[config.mk]
export PLATFORM = sky130hd
export DESIGN_NAME = mem_region_arbiter
export DESIGN_NICKNAME = d
export VERILOG_FILES = /design/src/rtl/mem_region_arbiter.sv
export SDC_FILE = /design/constraint.sdc
export NUM_CORES = 1
export LEC_CHECK = 0
export ABC_AREA = 0
export CORE_MARGIN = 4
export CORE_UTILIZATION = 32
export DETAILED_ROUTE_END_ITERATION = 10
export PLACE_DENSITY = 0.77
export SETUP_SLACK_MARGIN = 0.15
export SKIP_CTS_REPAIR_TIMING = 1
export SLEW_MARGIN = 10
export SYNTH_ARGS = -nofsm -noshare
export SYNTH_HDL_FRONTEND = slang
export SYNTH_SLANG_ARGS = --single-unit
[constraint.sdc]
create_clock -name clk -period 2.8 [get_ports clk]
set_input_delay 0.56 -clock clk [delete_from_list [all_inputs] [get_ports clk]]
set_output_delay 0.56 -clock clk [all_outputs]
set_load 0.01 [all_outputs]
[src/rtl/mem_region_arbiter.sv]
// Round-robin arbiter sharing one single-port synchronous RAM among NUM_CH masters, with text/glyph region decode.
// Optional macro MEM_ARB_GLYPH_WPROT_EN write-protects the glyph region.
module mem_region_arbiter #(
    parameter int DATA_W     = 16,
    parameter int ADDR_W     = 15,
    parameter int NUM_CH     = 3,
    parameter int TEXT_BASE  = 0,
    parameter int TEXT_SIZE  = 8192,
    parameter int GLYPH_BASE = 8192,
    parameter int GLYPH_SIZE = 1024
) (
    input  logic                     clk,
    input  logic                     reset,
    input  logic [NUM_CH-1:0]        ch_req,
    input  logic [NUM_CH-1:0]        ch_we,
    input  logic [NUM_CH*ADDR_W-1:0] ch_addr,
    input  logic [NUM_CH*DATA_W-1:0] ch_wdata,
    output logic [NUM_CH-1:0]        ch_gnt,
    output logic [NUM_CH-1:0]        ch_rvalid,
    output logic [NUM_CH-1:0]        ch_err,
    output logic [DATA_W-1:0]        rdata,
    output logic [ADDR_W-1:0]        mem_addr,
    output logic                     mem_we,
    output logic [DATA_W-1:0]        mem_wdata,
    input  logic [DATA_W-1:0]        mem_rdata
);

    localparam int PTR_W = $clog2(NUM_CH);
    localparam logic [ADDR_W:0] TEXT_LO  = (ADDR_W+1)'(TEXT_BASE);
    localparam logic [ADDR_W:0] RANGE_SZ = (ADDR_W+1)'(TEXT_SIZE + GLYPH_SIZE);

    logic [PTR_W-1:0]  r_ptr;
    logic              r_cvld;
    logic [PTR_W-1:0]  r_cch;
    logic              r_cerr;
    logic              r_crd;
    logic [ADDR_W-1:0] r_addr_hold;
    logic [DATA_W-1:0] r_wdata_hold;

    logic [PTR_W:0]    w_pick;
    logic              w_any;
    logic [PTR_W-1:0]  w_win;
    logic [PTR_W-1:0]  w_ptr_nxt;
    logic [ADDR_W-1:0] w_addr_sel;
    logic [DATA_W-1:0] w_wdata_sel;
    logic              w_we_sel;
    logic [ADDR_W:0]   w_addr_ext;
    logic              w_in_range;
    logic              w_permit;
    logic              w_err;

    // First requester at or after the pointer, wrapping; lowest offset wins.
    function automatic logic [PTR_W:0] f_rr_pick(input logic [NUM_CH-1:0] req,
                                                 input logic [PTR_W-1:0]  ptr);
        logic [PTR_W:0] res;
        int idx;
        res = '0;
        for (int k = NUM_CH - 1; k >= 0; k--) begin
            idx = int'(ptr) + k;
            if (idx >= NUM_CH) idx = idx - NUM_CH;
            if (req[idx]) res = {1'b1, PTR_W'(idx)};
        end
        return res;
    endfunction

    always_comb begin
        w_pick      = f_rr_pick(ch_req, r_ptr);
        // Arbitration is held off while reset is asserted so every output reads zero.
        w_any       = w_pick[PTR_W] & reset;
        w_win       = w_pick[PTR_W-1:0];
        w_ptr_nxt   = (w_win == PTR_W'(NUM_CH - 1)) ? '0 : w_win + 1'b1;
        w_addr_sel  = ch_addr[w_win*ADDR_W +: ADDR_W];
        w_wdata_sel = ch_wdata[w_win*DATA_W +: DATA_W];
        w_we_sel    = ch_we[w_win];
        w_addr_ext  = {1'b0, w_addr_sel};
        // Offset compare at ADDR_W+1 bits: addresses below the base wrap to huge offsets.
        w_in_range  = (w_addr_ext - TEXT_LO) < RANGE_SZ;
`ifdef MEM_ARB_GLYPH_WPROT_EN
        w_permit    = !(w_we_sel &&
                        ((w_addr_ext - (ADDR_W+1)'(GLYPH_BASE)) < (ADDR_W+1)'(GLYPH_SIZE)));
`else
        w_permit    = 1'b1;
`endif
        w_err       = !w_in_range | !w_permit;
    end

    always_comb begin
        ch_gnt    = w_any ? (NUM_CH'(1) << w_win) : '0;
        mem_we    = w_any & w_we_sel & w_in_range & w_permit;
        mem_addr  = w_any ? w_addr_sel  : r_addr_hold;
        mem_wdata = w_any ? w_wdata_sel : r_wdata_hold;
        ch_rvalid = r_cvld ? (NUM_CH'(1) << r_cch) : '0;
        ch_err    = r_cerr ? ch_rvalid : '0;
        rdata     = (r_cvld & r_crd) ? mem_rdata : '0;
    end

    always_ff @(posedge clk or negedge reset) begin
        if (!reset) begin
            r_ptr        <= '0;
            r_cvld       <= 1'b0;
            r_cch        <= '0;
            r_cerr       <= 1'b0;
            r_crd        <= 1'b0;
            r_addr_hold  <= '0;
            r_wdata_hold <= '0;
        end else begin
            r_cvld <= w_any;
            if (w_any) begin
                r_ptr        <= w_ptr_nxt;
                r_cch        <= w_win;
                r_cerr       <= w_err;
                r_crd        <= !w_we_sel & w_in_range;
                r_addr_hold  <= w_addr_sel;
                r_wdata_hold <= w_wdata_sel;
            end
        end
    end

endmodule

# [Word-level counts from Yosys, hierarchy flattened]
# Cells that the tools add are included.
[word_totals] elab_cells=58 regBits=38 output_inout_bits=57 in_bits=117
[classes] eq_ne=1 magnitude_cmp=8 bitwise=5 multipliers=1 addsub=6 n_reduce_logical=2 muxes=24 n_shift=4
[ops] cell="less-than comparator 32 x 4 -> 1 bit (second input constant)" count=3
[ops] cell="2-to-1 mux 32 bit" count=3
[ops] cell="variable part select 48 x 7 -> 16 bit" count=1
[ops] cell="variable part select 45 x 7 -> 15 bit" count=1
[ops] cell="2-to-1 mux 16 bit" count=2
[ops] cell="2-to-1 mux 3 bit" count=6
[ops] cell="less-than comparator 15 x 14 -> 1 bit (second input constant)" count=1
[ops] cell="2-to-1 mux 15 bit" count=1
[ops] cell="binary-select mux 1 bit (select 2 bit)" count=4
[ops] cell="subtractor 3 x 2 -> 4 bit (second input constant)" count=2
[ops] cell="2-to-1 mux 1 bit" count=7
[ops] cell=">= comparator 3 x 2 -> 1 bit (second input constant)" count=2
[ops] cell="multiplier 2 x 4 -> 6 bit (second input constant)" count=1
[ops] cell="left shift 1 x 2 -> 3 bit (first input constant)" count=2
[ops] cell="bitwise AND 1 bit" count=5
[ops] cell="adder 2 x 1 -> 3 bit (second input constant)" count=1
[ops] cell="adder 2 x 2 -> 3 bit (second input constant)" count=1
[ops] cell="less-than comparator 2 x 3 -> 1 bit (second input constant)" count=1
[ops] cell="subtractor 2 x 2 -> 3 bit (second input constant)" count=1
[ops] cell="adder 2 x 1 -> 2 bit (second input constant)" count=1
[ops] cell="equality test 2 bit (second input constant)" count=1
[ops] cell=">= comparator 2 bit (second input constant)" count=1
[ops] cell="zero test 1 bit" count=2
[ops] cell="2-to-1 mux 2 bit" count=1

# [Longest topological paths before layout]
[logic_depth] ltp_word=13 mapped_depth=12 mapped_depth_nobuf=9

# [Worst setup path before layout]
# Ideal clock, no wire load.
[synth_path] path_kind="register to output" startpoint="register r_ptr[0]" endpoint="output port mem_addr[10]" path_stages_with_launch=13 path_slack_ns=-0.084 required_time_ns=2.240 arrival_time_ns=2.324 path_buffers=3 path_cell_list="dfrtp_1 -> inv_1 -> ha_1 -> buf_2 -> a22oi_1 -> o22ai_2 -> o31ai_2 -> buf_6 -> buf_6 -> nand2_1 -> a21oi_1 -> a21oi_1 -> o21ai_2"
[synth_between] elab_chain_cells=12 elab_cells_between_ends=27 classes_between="add/sub: 5; mul: 1; order compare: 3; shift: 1; mux: 16; bitwise: 1"
[synth_rtl] item="start, declared" line_no="32" rtl="logic [PTR_W-1:0] r_ptr;"
[synth_rtl] item="start signal, assigned" line_no="109" rtl="r_ptr <= w_ptr_nxt;"
[synth_rtl] item="adder 2 x 2 -> 3 bit" line_no="59" rtl="idx = int'(ptr) + k;"
[synth_rtl] item="subtractor 3 x 2 -> 4 bit / >= comparator 3 x 2 -> 1 bit (equally long branches)" line_no="60" rtl="if (idx >= NUM_CH) idx = idx - NUM_CH;"
[synth_rtl] item="2-to-1 mux 32 bit" line_no="60"
[synth_rtl] item="binary-select mux 1 bit (select 2 bit)" line_no="61" rtl="if (req[idx]) res = {1'b1, PTR_W'(idx)};"
[synth_rtl] item="2-to-1 mux 1 bit (not written as such) (2 in a row)" line_no="61"
[synth_rtl] item="2-to-1 mux 3 bit (2 in a row)" line_no="61"
[synth_rtl] item="2-to-1 mux 3 bit (*)" line_no="61"
[synth_rtl] item="multiplier 2 x 4 -> 6 bit" line_no="72" rtl="w_addr_sel = ch_addr[w_win*ADDR_W +: ADDR_W];"
[synth_rtl] item="variable part select 45 x 7 -> 15 bit" line_no="72"
[synth_rtl] item="2-to-1 mux 15 bit (*)"
[synth_rtl] item="end, declared" line_no="22" rtl="output logic [ADDR_W-1:0] mem_addr,"
# Mark *: on every way between the ends. The rest lies on a longest branch, timed or not. The select of a mux whose other input is x is not followed.

# [Worst setup path in the final report]
[layout_path] startpoint="register r_ptr[1]" endpoint="output port mem_wdata[5]"
[layout_between] elab_chain_cells=11 elab_cells_between_ends=26 classes_between="add/sub: 5; order compare: 3; shift: 1; mux: 16; bitwise: 1"
[layout_rtl] item="adder 2 x 2 -> 3 bit" line_no="59"
[layout_rtl] item="subtractor 3 x 2 -> 4 bit / >= comparator 3 x 2 -> 1 bit (equally long branches)" line_no="60"
[layout_rtl] item="2-to-1 mux 32 bit" line_no="60"
[layout_rtl] item="binary-select mux 1 bit (select 2 bit)" line_no="61"
[layout_rtl] item="2-to-1 mux 1 bit (not written as such) (2 in a row)" line_no="61"
[layout_rtl] item="2-to-1 mux 3 bit (2 in a row)" line_no="61"
[layout_rtl] item="2-to-1 mux 3 bit (*)" line_no="61"
[layout_rtl] item="variable part select 48 x 7 -> 16 bit / bitwise AND 1 bit (equally long branches)" line_no="73, 69"
[layout_rtl] item="2-to-1 mux 16 bit (*)"
[layout_rtl] item="end, declared" line_no="24" rtl="output logic [DATA_W-1:0] mem_wdata,"
# Marks and branches as above.

==> flow_summary.toml <==
[worst_setup_path]
reg2reg_slack_ps = -10
required_ps = 2240
start_kind = "flop"
reg2reg_depth = 13
endpoint_kind = "primary output"
r2r_start = "r_ptr[1]"
arrival_ps = 2930
cp_max_fo = 8
timing.rr.end = "r_wdata_hold[7]"
critical_path_class = "reg -> out"

[logic_synthesis]
synthFlopType = "dfrtp_1"
ys_seq_elements = 38
syn_inst = 288
yosys.area.top_type = "dfrtp_1"
yosysWarningCount = 0
avgSynthCellArea_um2 = 8.754
synth.area.top_cells = "dfrtp_1 (38%), a21oi_1 (6.6%), a221o_1 (6.4%), nand2_1 (6.1%), mux2i_1 (4.8%)"
synth-edff-count = 0
synth_top_cell_area_share_pct = 37.72
ys_async_sr_fraction_pct = 100.0
synthesis.area_um2 = 2521
ys_seq_area_share_pct = 37.72
ys_types = 45
syn_nets = 408

[layout]
nets = 655
antenna_cells = 0
syn_to_final_growth_pct = 110.1
fillCellCount = 594
fin_area_um2 = 5298
drive_gt1_share_pct = 33.46

[cts]
clk_pin_slew_ps = 80
cts_max_level = 2
cts_tree = "yes"
cts_max_path_buffers = 2
cts_root_buf = "clkbuf_8"
cts_sinks = 38
cts_inserted_buffers = 5
clk_latency_ps = 290

[floorplanning]
die_h_um = 96.76
row_count = 32
die-width_um = 96.76
dieArea_um2 = 9363
coreArea_um2 = 7687
io_pins = 174
start_util_pct = 32.80

[power_and_ir_drop]
p_int_mw = 3.289
fin_total_pwr_mw = 5.546
sw_frac_of_total_pct = 40.69
p_clk_share_pct = 6.5
vdd_drop_max_mv = 0.5253
p_seq_share_pct = 17.0
p_leak_nw = 2.504
p_switching_mw = 2.256
cellPowerDensity_nw_per_um2 = 1047
combinationalPowerShare_pct = 76.5

[sta]
maxSlewViolCount = 0
skew_ps = 4.852
clock.fmax_mhz = 286.2
rsz0062_at_grt = "yes"
finalHoldViolations = 0
worstMarginPinSlew_ps = 549.1
relSlewSlack_pct = 63.40
setup_viol = 36
timing.final.crit_share_pct = 124.8
fin_ws_ps = -694.0
period_minus_slack_ps = 3494

[routing]
viasPerCell = 5.089
drt_first_pass_iters = 4
avgRoutedWirePerCell_um = 16.46
drt-initial-drc-count = 92
vias = 3242
routed_wl_mm = 10.48
antenna_left = 0
route.detailed.drc = 0

[flow_run]
cap_violations = 0

[place]
gp_congestion = 0.8904
hpwl_mm = 8.071
dpl_cell_area_um2 = 4808
port-buffer-count = 173

[global_route]
grt.total_usage_pct = 20.68
grt_pass1_vias = 3304
grt_max_degree = 39
globalRouteMet1Util_pct = 23.74
busiest_layer = "met2"
grt.overflow.total = 0
grt_use_met3_pct = 6.273
grt_use_met2_pct = 36.46
grt_pass1_wl_mm = 15.99
grt_antenna_before_repair = 0

[outcome]
violations = "setup timing"
status = "complete, but fails checks"

[min_path]
hold_path_class = "in -> async"
==> worst max path at each step <==
| stage | from | depth (start not counted) | to |
|---|---|---|---|
| floorplan | r_ptr[1] | 12 | mem_addr[10] |
| global placement | ch_req[2] | 9 | mem_we |
| detailed placement | ch_req[1] | 11 | mem_wdata[4] |
| CTS | ch_req[1] | 11 | mem_wdata[4] |
| global route | r_ptr[0] | 13 | mem_addr[6] |
| finish | r_ptr[1] | 12 | mem_wdata[5] |
==> synthesized netlist by cell type (all sizes together), types with 3 or more instances <==
library cell   n
inv            6
mux2i         13
clkbuf         6
a21oi         33
buf           16
nand2b         4
dfrtp         38
o31ai          4
and2           3
o21ai         13
a221o         16
nor2b          5
nor3           7
a21o           4
nand3         21
ha             3
nor2          17
and3          18
nand2         41
==> layout by cell type (no fill, tap or decap), types with 5 or more instances in the layout <==
| master | n |
|---|---|
| clkbuf_2 | 7 |
| buf_12 | 5 |
| nand3_2 | 9 |
| buf_2 | 17 |
| o21ai_1 | 10 |
| a21oi_1 | 21 |
| nand2_1 | 40 |
| nor2_1 | 17 |
| nand3_1 | 11 |
| clkbuf_8 | 5 |
| and3_1 | 18 |
| dfrtp_1 | 38 |
| buf_6 | 14 |
| clkdlybuf4s50_1 | 135 |
| mux2i_1 | 11 |
| buf_4 | 70 |
| a221o_1 | 16 |
| dlymetal6s2s_1 | 12 |
| a21oi_2 | 12 |
==> metrics by stage <==
step | cells | utilization, % | TNS, ps | worst slack [ps] | hold WS (ps)
finish | 637 | 68.91 | -20020 | -694.0 | 395.2
global placement | 600 | 62.55 | -35890 | -1076 | 450.2
CTS | 607 | 63.57 | -36030 | -1151 | 409.2
detailed placement | 600 | 62.55 | -38480 | -1132 | 454.5
global route | 637 | 68.91 | -24600 | -830.6 | 434.2
floorplan | 288 | - | 0 | 89.10 | 264.4
==> power groups by stage <==
stage,sequential [mW],combinational [mW],clock (mW)
6_report,0.942,4.24,0.360
5_1_grt,0.973,4.56,0.393
4_1_cts,0.934,3.73,0.371
3_5_place_dp,0.946,3.71,0
3_3_place_gp,0.928,3.64,0
2_1_floorplan,0.899,1.94,0
==> layer usage <==
| metal | wire, um | vias to the layer above |
|---|---|---|
| li1 | - | 1545 |
| met1 | 4244 | 1510 |
| met2 | 5178 | 163 |
| met3 | 780 | 24 |
| met4 | 280 | 0 |
| met5 | 0 | - |
==> cell families after synthesis <==
logic type	synth area share (%)
flops	37.72
buf+inv	5.608
fa+ha+maj	1.489
compound gates	24.71
mux	6.551
simple gates	23.92
==> worst max-delay path, stage by stage (launching register included) <==
cell and delay [ps]:
dfrtp_1 400, buf_6 130, ha_4 300, buf_12 120, mux2i_1 190, o22ai_1 130
o31ai_4 410, buf_4 180, buf_6 120, buf_6 130, a21oi_1 50, a221o_1 280
dlymetal6s2s_1 190
==> registers in the layout, indices dropped and copies added (netlist names) <==
register and count:
r_crd 1, r_wdata_hold 16, r_addr_hold 15, r_cch 2, r_cvld 1, r_cerr 1, r_ptr 2
==> cell type report <==
type / instances / area (um2) / area share (%)
clock buffer: 5 / 68.82 / 1.299
clock inverter: 2 / 10.01 / 0.1889
inverter: 6 / 22.52 / 0.4251
multi-input combinational: 222 / 1683 / 31.77
sequential: 38 / 950.9 / 17.95
tap: 102 / 127.6 / 2.409
timing repair buffer: 262 / 2435 / 45.96
(Power assumes the default switching activity.)
